`src/rtl/alu_pkg.sv`:
```
// Shared encodings for alu_pipe: op select codes, FSM state codes and flag bit positions.
// The optional iterative divider is enabled by defining ALU_DIV_EN.
package alu_pkg;

  localparam logic [3:0] OP_ADD  = 4'h0;
  localparam logic [3:0] OP_SUB  = 4'h1;
  localparam logic [3:0] OP_MUL  = 4'h2;
  localparam logic [3:0] OP_DIV  = 4'h3;
  localparam logic [3:0] OP_SHL1 = 4'h4;
  localparam logic [3:0] OP_SHR1 = 4'h5;
  localparam logic [3:0] OP_ROL1 = 4'h6;
  localparam logic [3:0] OP_ROR1 = 4'h7;
  localparam logic [3:0] OP_AND  = 4'h8;
  localparam logic [3:0] OP_OR   = 4'h9;
  localparam logic [3:0] OP_XOR  = 4'hA;
  localparam logic [3:0] OP_NOR  = 4'hB;
  localparam logic [3:0] OP_NAND = 4'hC;
  localparam logic [3:0] OP_XNOR = 4'hD;
  localparam logic [3:0] OP_GT   = 4'hE;
  localparam logic [3:0] OP_EQ   = 4'hF;

  localparam logic [1:0] ST_IDLE = 2'd0;
  localparam logic [1:0] ST_BUSY = 2'd1;
  localparam logic [1:0] ST_DONE = 2'd2;

  localparam int FLG_CARRY = 0;
  localparam int FLG_ZERO  = 1;
  localparam int FLG_NEG   = 2;
  localparam int FLG_OVF   = 3;
  localparam int FLG_DZ    = 4;

endpackage

```
`src/rtl/alu_seq_muldiv.sv`:
```
// Iterative engine: shift-add multiplier and (with ALU_DIV_EN) restoring divider, WIDTH steps.
// lo_o/hi_o carry the post-step values so the caller can register the result on the last step.
module alu_seq_muldiv #(
  parameter int WIDTH = 8
) (
  input  logic             clk,
  input  logic             rst_n,
  input  logic             start_i,
  input  logic             div_i,
  input  logic [WIDTH-1:0] a_i,
  input  logic [WIDTH-1:0] b_i,
  output logic             done_o,
  output logic [WIDTH-1:0] lo_o,
  output logic [WIDTH-1:0] hi_o
);
  import alu_pkg::*;

  localparam int CNT_W = $clog2(WIDTH) + 1;
  localparam logic [CNT_W-1:0] CNT_LOAD = CNT_W'(WIDTH);
  localparam logic [CNT_W-1:0] CNT_ONE  = CNT_W'(1);

  logic [CNT_W-1:0] cnt_q, cnt_d;
  logic [WIDTH-1:0] p_q, p_d, q_q, q_d, m_q;
  logic [WIDTH:0]   sum;
`ifdef ALU_DIV_EN
  logic             div_q;
  logic [WIDTH:0]   trial;
`else
  logic             unused_div;
  assign unused_div = div_i;
`endif

  // p holds the running high half / remainder, q the multiplier / dividend-quotient
  always_comb begin
    sum = {1'b0, p_q} + (q_q[0] ? {1'b0, m_q} : '0);
    p_d = sum[WIDTH:1];
    q_d = {sum[0], q_q[WIDTH-1:1]};
`ifdef ALU_DIV_EN
    trial = {p_q, q_q[WIDTH-1]};
    if (div_q) begin
      if (trial >= {1'b0, m_q}) begin
        p_d = WIDTH'(trial - {1'b0, m_q});
        q_d = {q_q[WIDTH-2:0], 1'b1};
      end else begin
        p_d = trial[WIDTH-1:0];
        q_d = {q_q[WIDTH-2:0], 1'b0};
      end
    end
`endif
  end

  always_comb begin
    cnt_d = cnt_q;
    if (start_i)
      cnt_d = CNT_LOAD;
    else if (cnt_q != '0)
      cnt_d = cnt_q - CNT_ONE;
  end

  assign done_o = (cnt_q == CNT_ONE);
  assign lo_o   = q_d;
  assign hi_o   = p_d;

  always_ff @(posedge clk or negedge rst_n) begin
    if (!rst_n) begin
      cnt_q <= '0;
      p_q   <= '0;
      q_q   <= '0;
      m_q   <= '0;
`ifdef ALU_DIV_EN
      div_q <= 1'b0;
`endif
    end else begin
      cnt_q <= cnt_d;
      if (start_i) begin
        p_q <= '0;
        q_q <= a_i;
        m_q <= b_i;
`ifdef ALU_DIV_EN
        div_q <= div_i;
`endif
      end else if (cnt_q != '0) begin
        p_q <= p_d;
        q_q <= q_d;
      end
    end
  end

endmodule

```
`src/rtl/alu_pipe.sv`:
```
// alu_pipe: handshaked, registered ALU. MUL (and DIV when ALU_DIV_EN is defined) run in
// alu_seq_muldiv over WIDTH cycles; every other op completes in a single cycle.
//
// state   | meaning
// ST_IDLE | empty, accepting a new op
// ST_BUSY | iterative MUL/DIV in flight, inputs blocked
// ST_DONE | result on outputs, held until out_ready
module alu_pipe #(
  parameter int WIDTH = 8
) (
  input  logic             clk,
  input  logic             rst_n,
  input  logic             in_valid,
  output logic             in_ready,
  input  logic [WIDTH-1:0] a_i,
  input  logic [WIDTH-1:0] b_i,
  input  logic [3:0]       op_i,
  output logic             out_valid,
  input  logic             out_ready,
  output logic [WIDTH-1:0] res_lo,
  output logic [WIDTH-1:0] res_hi,
  output logic [4:0]       flags
);
  import alu_pkg::*;

  localparam int MSB = WIDTH - 1;

  logic [1:0]       state_q, state_d;
  logic [WIDTH-1:0] lo_q, lo_d, hi_q, hi_d;
  logic [4:0]       fl_q, fl_d;
  logic             accept, multi, eng_done;
  logic [WIDTH-1:0] eng_lo, eng_hi, c_lo;
  logic [WIDTH:0]   sum, dif;
  logic             carry, ovf, dz;
  logic [4:0]       c_fl, e_fl;
`ifdef ALU_DIV_EN
  logic             is_div_q, bz_q;
`endif

  assign in_ready  = (state_q == ST_IDLE) || ((state_q == ST_DONE) && out_ready);
  assign accept    = in_valid && in_ready;
  assign out_valid = (state_q == ST_DONE);
  assign res_lo    = lo_q;
  assign res_hi    = hi_q;
  assign flags     = fl_q;

`ifdef ALU_DIV_EN
  assign multi = (op_i == OP_MUL) || (op_i == OP_DIV);
`else
  assign multi = (op_i == OP_MUL);
`endif

  alu_seq_muldiv #(.WIDTH(WIDTH)) u_seq (
    .clk     (clk),
    .rst_n   (rst_n),
    .start_i (accept && multi),
    .div_i   (op_i == OP_DIV),
    .a_i     (a_i),
    .b_i     (b_i),
    .done_o  (eng_done),
    .lo_o    (eng_lo),
    .hi_o    (eng_hi)
  );

  always_comb begin
    sum   = {1'b0, a_i} + {1'b0, b_i};
    dif   = {1'b0, a_i} - {1'b0, b_i};
    c_lo  = '0;
    carry = 1'b0;
    ovf   = 1'b0;
    dz    = 1'b0;
    case (op_i)
      OP_ADD: begin
        c_lo  = sum[MSB:0];
        carry = sum[WIDTH];
        ovf   = (a_i[MSB] == b_i[MSB]) && (c_lo[MSB] != a_i[MSB]);
      end
      OP_SUB: begin
        c_lo  = dif[MSB:0];
        carry = dif[WIDTH];
        ovf   = (a_i[MSB] != b_i[MSB]) && (c_lo[MSB] != a_i[MSB]);
      end
      // only reached as a single-cycle op when the divider is not built
      OP_DIV:  dz = 1'b1;
      OP_SHL1: begin c_lo = {a_i[MSB-1:0], 1'b0}; carry = a_i[MSB]; end
      OP_SHR1: begin c_lo = {1'b0, a_i[MSB:1]};   carry = a_i[0];   end
      OP_ROL1: c_lo = {a_i[MSB-1:0], a_i[MSB]};
      OP_ROR1: c_lo = {a_i[0], a_i[MSB:1]};
      OP_AND:  c_lo = a_i & b_i;
      OP_OR:   c_lo = a_i | b_i;
      OP_XOR:  c_lo = a_i ^ b_i;
      OP_NOR:  c_lo = ~(a_i | b_i);
      OP_NAND: c_lo = ~(a_i & b_i);
      OP_XNOR: c_lo = ~(a_i ^ b_i);
      OP_GT:   c_lo = WIDTH'(a_i > b_i);
      OP_EQ:   c_lo = WIDTH'(a_i == b_i);
      default: ;
    endcase
    c_fl            = '0;
    c_fl[FLG_CARRY] = carry;
    c_fl[FLG_ZERO]  = (c_lo == '0);
    c_fl[FLG_NEG]   = c_lo[MSB];
    c_fl[FLG_OVF]   = ovf;
    c_fl[FLG_DZ]    = dz;
  end

  always_comb begin
    e_fl           = '0;
    e_fl[FLG_ZERO] = (eng_lo == '0);
    e_fl[FLG_NEG]  = eng_lo[MSB];
`ifdef ALU_DIV_EN
    e_fl[FLG_CARRY] = !is_div_q && (eng_hi != '0);
    e_fl[FLG_DZ]    = is_div_q && bz_q;
`else
    e_fl[FLG_CARRY] = (eng_hi != '0);
`endif
  end

  always_comb begin
    state_d = state_q;
    lo_d    = lo_q;
    hi_d    = hi_q;
    fl_d    = fl_q;
    if (accept) begin
      if (multi) begin
        state_d = ST_BUSY;
      end else begin
        state_d = ST_DONE;
        lo_d    = c_lo;
        hi_d    = '0;
        fl_d    = c_fl;
      end
    end else if ((state_q == ST_BUSY) && eng_done) begin
      state_d = ST_DONE;
      lo_d    = eng_lo;
      hi_d    = eng_hi;
      fl_d    = e_fl;
    end else if ((state_q == ST_DONE) && out_ready) begin
      state_d = ST_IDLE;
    end
  end

  always_ff @(posedge clk or negedge rst_n) begin
    if (!rst_n) begin
      state_q <= ST_IDLE;
      lo_q    <= '0;
      hi_q    <= '0;
      fl_q    <= '0;
`ifdef ALU_DIV_EN
      is_div_q <= 1'b0;
      bz_q     <= 1'b0;
`endif
    end else begin
      state_q <= state_d;
      lo_q    <= lo_d;
      hi_q    <= hi_d;
      fl_q    <= fl_d;
`ifdef ALU_DIV_EN
      if (accept) begin
        is_div_q <= (op_i == OP_DIV);
        bz_q     <= (b_i == '0);
      end
`endif
    end
  end

endmodule

```
`config.mk`:
```
export PLATFORM = sky130hd
export DESIGN_NAME = alu_pipe
export DESIGN_NICKNAME = d
export VERILOG_FILES = /design/src/rtl/alu_pkg.sv /design/src/rtl/alu_seq_muldiv.sv /design/src/rtl/alu_pipe.sv
export SDC_FILE = /design/constraint.sdc
export NUM_CORES = 1
export LEC_CHECK = 0
export BUFFER_PORTS_ARGS = -buffer_cell sky130_fd_sc_hd__buf_2
export CAP_MARGIN = 0
export CORE_MARGIN = 2
export CORE_UTILIZATION = 60
export CTS_CLUSTER_DIAMETER = 80
export DETAILED_ROUTE_END_ITERATION = 10
export HOLD_SLACK_MARGIN = 0.12
export PLACE_DENSITY = 0.81
export RECOVER_POWER = 25
export SETUP_SLACK_MARGIN = 0.1
export SLEW_MARGIN = 20
export SYNTH_ARGS = -nofsm -noshare
export SYNTH_HDL_FRONTEND = slang
export SYNTH_SLANG_ARGS = --single-unit
```
`constraint.sdc`:
```
create_clock -name clk -period 2.7 [get_ports clk]
set_input_delay 0.135 -clock clk [delete_from_list [all_inputs] [get_ports clk]]
set_output_delay 0.135 -clock clk [all_outputs]
set_load 0.1 [all_outputs]
```
# After elaboration in Yosys (flattened, before gate mapping)
# Cells that the tools add are included.
[totals]
ff_bits = 51
output_inout_bits = 23
elab_cells = 84
[op_classes]
addsub = 4
n_lt_le_gt_ge = 1
n_eq_ne = 24
mux = 24
n_bitwise = 6
reduce_logical = 17
[ops]
columns = ["op", "n"]
rows = [
  ["$pmux 8 s14", 1],
  ["$mux 8", 11],
  ["$eq 4x4->1 const B", 8],
  ["$not 8->8", 3],
  ["$eq 4x3->1 const B", 4],
  ["$logic_not 8->1", 2],
  ["$mux 5", 3],
  ["$add 8x8->9", 1],
  ["$add 8x9->9", 1],
  ["$sub 8x8->9", 1],
  ["$and 8x8->8", 1],
  ["$eq 4x1->1 const B", 2],
  ["$eq 4x2->1 const B", 2],
  ["$eq 8x8->1", 1],
  ["$gt 8x8->1", 1],
  ["$mux 2", 4],
  ["$mux 4", 2],
  ["$or 8x8->8", 1],
  ["$reduce_bool 8->1", 1],
  ["$xor 8x8->8", 1],
  ["$logic_and 1x1->1", 6],
  ["$logic_not 4->1", 1],
  ["$pmux 1 s4", 1],
  ["$reduce_bool 2->1", 2],
  ["other kinds (13)", 15],
]

# Longest topological paths before layout
[depth]
depth_word = 6
depth_mapped = 11
depth_no_buf = 11

# Modules after synthesis
# Synthesis repeated with hierarchy kept, for this count alone.
[unflattened]
hier_cells = 540
hier_area_um2 = 4483.0
[modules_own_cells]
columns = ["module", "instances", "cells_each", "area_per_inst_um2"]
rows = [
  ["alu_pipe", 1, 371, 2793.9],
  ["alu_seq_muldiv", 1, 169, 1689.1],
]

# Worst setup path after synthesis
# Ideal clock, no wire load.
[synth_timing]
kind = "register to register"
start = "register u_seq.q_q[0]"
end = "register fl_q[0], in the netlist flags[0]"
t_arrival_ps = 2210
required_time_ps = 2565
path_slack_ps = 355
stages_incl_launch_ff = 10
n_path_buf = 0
synth_period_minus_slack_ps = 2345
path_cell_list = "dfrtp_1 -> and2_1 -> ha_1 -> fa_1 -> xnor2_1 -> inv_1 -> a2111oi_0 -> nand4_1 -> nor4b_1 -> a21oi_1"
[synth_between]
elab_chain_cells = 5
[synth_lines]
columns = ["element", "line", "source"]
rows = [
  ["start, declared", "alu_seq_muldiv.sv:23", "logic [WIDTH-1:0] p_q, p_d, q_q, q_d, m_q;"],
  ["start signal, assigned", "alu_seq_muldiv.sv:77", "q_q <= a_i;"],
  ["start signal, assigned", "alu_seq_muldiv.sv:84", "q_q <= q_d;"],
  ["$mux 8", "alu_seq_muldiv.sv:35", "sum = {1'b0, p_q} + (q_q[0] ? {1'b0, m_q} : '0);"],
  ["$add 8x9->9", "alu_seq_muldiv.sv:35", ""],
  ["$reduce_bool 8->1", "alu_pipe.sv:115", "e_fl[FLG_CARRY] = (eng_hi != '0);"],
  ["$mux 5", "alu_pipe.sv:133", "end else if ((state_q == ST_BUSY) && eng_done) begin"],
  ["$mux 5", "alu_pipe.sv:124", "if (accept) begin"],
  ["end signal, assigned", "alu_pipe.sv:157", "fl_q <= fl_d;"],
  ["end, declared", "alu_pipe.sv:30", "logic [4:0] fl_q, fl_d;"],
]
# No other way between the ends. The select of a mux whose other input is x is not followed.
# A chain may end at the register's enable or synchronous reset.

# Worst setup path after layout
# Same ends and word-level chain as after synthesis.

==> impl_metrics.prom <==
# TYPE chip_impl_metric gauge
chip_impl_metric{name="numCtsBuffers",unit=""} 5
chip_impl_metric{name="first_global_vias",unit=""} 3865
chip_impl_metric{name="rrSetupSlack",unit="ns"} 0.21
chip_impl_metric{name="worst-slew-pin-transition",unit="ns"} 1.23
chip_impl_metric{name="floorplan.initialDensity",unit="%"} 62.6
chip_impl_info{name="grt_setup_unrepaired",value="no"} 1
chip_impl_metric{name="gr-usage-met1",unit="%"} 49.2
chip_impl_metric{name="drt_first_iter_violations",unit=""} 365
chip_impl_metric{name="worst_clock_skew",unit="ns"} 0.00592
chip_impl_metric{name="number_of_synthesis_warnings",unit=""} 0
chip_impl_info{name="criticalPathCategory",value="reg -> reg"} 1
chip_impl_metric{name="synthesized_area",unit="um^2"} 4300
chip_impl_info{name="critical_path.endpoint_type",value="register"} 1
chip_impl_metric{name="final-setup-viol-count",unit=""} 0
chip_impl_metric{name="fin_setup_tns",unit="ns"} 0
chip_impl_info{name="grt_busiest_layer",value="met2"} 1
chip_impl_info{name="worst_hold_path.endpoint",value="u_seq.m_q[4]$_DFFE_PN0P_"} 1
chip_impl_metric{name="final.fill_count",unit=""} 540
chip_impl_metric{name="finalHoldViolations",unit=""} 0
chip_impl_metric{name="setup_slack",unit="ns"} 0.206
chip_impl_metric{name="final_net_count",unit=""} 615
chip_impl_metric{name="drt-pass1-iter-count",unit=""} 6
chip_impl_metric{name="die_width",unit="um"} 88.7
chip_impl_metric{name="detailed_place_hpwl",unit="um"} 9240
chip_impl_metric{name="critical_path.n_buffers_inverters",unit=""} 1
chip_impl_metric{name="io_pins",unit=""} 47
chip_impl_info{name="yosys.cell_count.top_type",value="dfrtp_1"} 1
chip_impl_metric{name="grt_first_pass_wirelength",unit="um"} 20200
chip_impl_info{name="path_cells",value="and2_1 -> ha_1 -> fa_2 -> xnor2_2 -> inv_1 -> a2111oi_4 -> nand4_1 -> nor4b_2 -> a21oi_1"} 1
chip_impl_metric{name="drcViolationCount",unit=""} 0
chip_impl_info{name="cts_root_buffer",value="clkbuf_8"} 1
chip_impl_metric{name="syn2layout_area_growth",unit="%"} 12.9
chip_impl_metric{name="grt_antenna_before_repair",unit=""} 0
chip_impl_metric{name="grt_start_max_net_pins",unit=""} 51
chip_impl_info{name="crit-reg2reg-capture",value="flags[0]$_DFFE_PN0P_"} 1
chip_impl_metric{name="ys_ff_latch",unit=""} 50
chip_impl_info{name="cpLargestDelayFamily",value="adder cells"} 1
chip_impl_metric{name="portion_of_the_post_synthesis_area_used_by_sequential_elements",unit="%"} 29.1
chip_impl_metric{name="timing.critical_path.slowest_cell_delay",unit="ns"} 0.45
chip_impl_info{name="hold_start",value="b_i[4]"} 1
chip_impl_metric{name="synth_top_cell_area_share",unit="%"} 29.1
chip_impl_metric{name="fin_crit",unit="ns"} 2.49
chip_impl_metric{name="syn_nets",unit=""} 570
chip_impl_metric{name="area_of_combinational_cells_with_multiple_inputs",unit="um^2"} 2780
chip_impl_metric{name="grt_util_met2",unit="%"} 50.0
chip_impl_metric{name="clock_latency",unit="ns"} 0.30
chip_impl_metric{name="ir_drop",unit="V"} 0.000789
chip_impl_metric{name="yosysUniqueCellTypes",unit=""} 64
chip_impl_metric{name="cts_max_path_buffers",unit=""} 2
chip_impl_metric{name="worst_slew_margin_rel",unit="%"} 18.3
chip_impl_metric{name="clock_tree.htree_level_count",unit=""} 2
chip_impl_info{name="worst_setup_path_start_kind",value="register"} 1
chip_impl_metric{name="drv_cap",unit=""} 0
chip_impl_metric{name="gp_congestion",unit=""} 1.03
chip_impl_info{name="critPathSlowestCell",value="dfrtp_2"} 1
chip_impl_metric{name="power_density",unit="nW/um^2"} 963
chip_impl_info{name="min_path_type",value="in -> reg"} 1
chip_impl_info{name="synth_area_leader_cell",value="dfrtp_1"} 1
chip_impl_metric{name="timing.critical_path.required",unit="ns"} 2.89
chip_impl_metric{name="ys_async_sr_fraction",unit="%"} 100
chip_impl_metric{name="cp_max_fo",unit=""} 7
chip_impl_metric{name="detail-route-antenna-nets",unit=""} 0
chip_impl_metric{name="fmaxAchievable",unit="GHz"} 0.401
chip_impl_metric{name="grt_util_all_layers",unit="%"} 33.3
chip_impl_metric{name="mean_instance_size_in_the_synthesized_netlist",unit="um^2"} 8.47
chip_impl_metric{name="ratio_of_cells_with_drive_above_1_in_the_final_layout",unit="%"} 18.6
chip_impl_metric{name="placeable_core_region",unit="um^2"} 6870
chip_impl_metric{name="die_height",unit="um"} 88.7
chip_impl_metric{name="antenna-diode-count",unit=""} 0
chip_impl_metric{name="synth_edf_count",unit=""} 0
chip_impl_metric{name="dp_worst_setup_slack",unit="ns"} 0.0586
chip_impl_metric{name="postSynthCellCount",unit=""} 508
chip_impl_metric{name="cts.reportedPaths.clkPinSlew",unit="ns"} 0.09
chip_impl_metric{name="total_wire_length_after_detailed_routing",unit="um"} 12600
chip_impl_metric{name="power.leakage",unit="uW"} 0.00224
chip_impl_metric{name="cp.arrival",unit="ns"} 2.68
chip_impl_metric{name="seqCellArea",unit="um^2"} 1250
chip_impl_metric{name="globalRouteOverflowTotal",unit=""} 0
chip_impl_info{name="r2r_start",value="u_seq.q_q[0]$_DFFE_PN0P_"} 1
chip_impl_metric{name="area_of_the_die",unit="um^2"} 7870
chip_impl_metric{name="min_delay_path_depth",unit=""} 2
chip_impl_metric{name="use_met3",unit="%"} 6.16
chip_impl_metric{name="rows",unit=""} 30
chip_impl_metric{name="port_buffers",unit=""} 46
chip_impl_info{name="status",value="complete, no violations"} 1
chip_impl_info{name="post_synth_main_area_contributors",value="dfrtp_1 (29%), ha_1 (10%), o21ai_0 (4.5%)"} 1
chip_impl_info{name="cts_tree",value="yes"} 1
chip_impl_metric{name="ff2ff_path_depth",unit=""} 9
chip_impl_info{name="post_synth_most_frequent_cells",value="dfrtp_1 (50), nor2_1 (41), nand2_1 (39), o21ai_0 (39), ha_1 (35)"} 1
chip_impl_metric{name="avgRoutedWirePerCell",unit="um"} 19.4
chip_impl_info{name="dominantRegCellSynth",value="dfrtp_1"} 1
chip_impl_metric{name="min_period_over_period",unit="%"} 92.4
chip_impl_metric{name="vias_per_instance",unit=""} 6.53
chip_impl_metric{name="vias",unit=""} 4246
chip_impl_metric{name="report.final.slew_viol_count",unit=""} 0
chip_impl_metric{name="cts_sinks",unit=""} 50
==> report_power, final <==
| group | switching [uW] | internal (uW) | total, uW |
|---|---|---|---|
| registers | 251 | 1060 | 1310 |
| logic | 1910 | 815 | 2720 |
| clock network | 249 | 395 | 644 |
==> worst max path at each step <==
stage                                      end  depth (start not counted)  slack (ns)                      from
after detailed placement  flags[0]$_DFFE_PN0P_                          9        0.06  u_seq.q_q[0]$_DFFE_PN0P_
after CTS                 flags[0]$_DFFE_PN0P_                         10        0.13  u_seq.q_q[0]$_DFFE_PN0P_
final                     flags[0]$_DFFE_PN0P_                          9        0.21  u_seq.q_q[0]$_DFFE_PN0P_
after floorplan           flags[0]$_DFFE_PN0P_                          9        0.35  u_seq.q_q[0]$_DFFE_PN0P_
after global routing      flags[0]$_DFFE_PN0P_                         10        0.11  u_seq.q_q[0]$_DFFE_PN0P_
after global placement    flags[1]$_DFFE_PN0P_                         10        0.13                    a_i[7]
==> worst reg2reg max path: stages (launching register included) <==
cell	delay, ns
dfrtp_2	0.45
and2_1	0.15
ha_1	0.23
fa_2	0.40
xnor2_2	0.22
inv_1	0.11
a2111oi_4	0.34
nand4_1	0.16
nor4b_2	0.25
a21oi_1	0.07
==> kinds of logic (layout without fill, tap and decap cells) <==
logic type	count (synthesis)	in the layout	share of synthesized area (%)
fa+ha+maj	38	38	11.6
buf+inv	68	114	7.33
simple gates	165	165	19.8
flops	50	50	29.1
compound gates	143	143	22.1
mux	25	25	6.19
xor+xnor	19	19	3.87
==> what timing repair did <==
action,4_1_cts,5_1_grt
resized for setup,3,5
hold buffers,2,1
pin swaps,0,1
endpoints found under the setup margin,1,3
buffers inserted,0,2
endpoints found under the hold margin,51,1
==> per-layer routing <==
layer / wire length, um / vias to the layer above
met5: 0 / -
met1: 5460 / 2036
met4: 284 / 0
met3: 1180 / 32
met2: 5680 / 248
li1: - / 1930
==> final cells by class <==
class,count,area share [%]
multi-input combinational,390,57.1
sequential,50,25.8
timing repair buffer,74,9.22
inverter,32,2.47
tap,96,2.47
clock buffer,6,1.70
clock inverter,2,1.24
==> metrics by stage <==
| stage | utilization (%) | power, uW | std cells | hold slack (ns) | area (um^2) |
|---|---|---|---|---|---|
| floorplan | - | 3290 | 508 | -0.161 | 4300 |
| global placement | 67.4 | 3810 | 637 | 0.386 | 4630 |
| detailed placement | 67.4 | 3880 | 637 | 0.390 | 4630 |
| CTS | 70.0 | 4570 | 647 | 0.123 | 4810 |
| global route | 70.7 | 4940 | 650 | 0.135 | 4860 |
| finish | 70.7 | 4680 | 650 | 0.128 | 4860 |
==> layout by cell type (no fill, tap or decap), drive strengths merged, types with 4 or more instances in the layout <==
cell / n
buf: 70
dfrtp: 50
o21ai: 43
nor2: 41
nand2: 39
ha: 35
inv: 32
a21oi: 24
nand3: 20
mux2: 13
mux2i: 12
and2: 11
xnor2: 11
nor3: 10
a211oi: 9
nor2b: 8
xor2: 8
a221oi: 8
clkbuf: 7
a31oi: 6
a22oi: 6
nor4: 6
o21bai: 5
nand4: 5
a21o: 4
or3: 4
o211ai: 4
o31ai: 4
==> state kept, by name (all words and copies together) (netlist names) <==
register     flops
res_hi           8
u_seq.m_q        8
u_seq.p_q        8
u_seq.q_q        8
res_lo           7
flags            5
u_seq.cnt_q      4
state_q          2
Power figures use the tool's default switching activity.
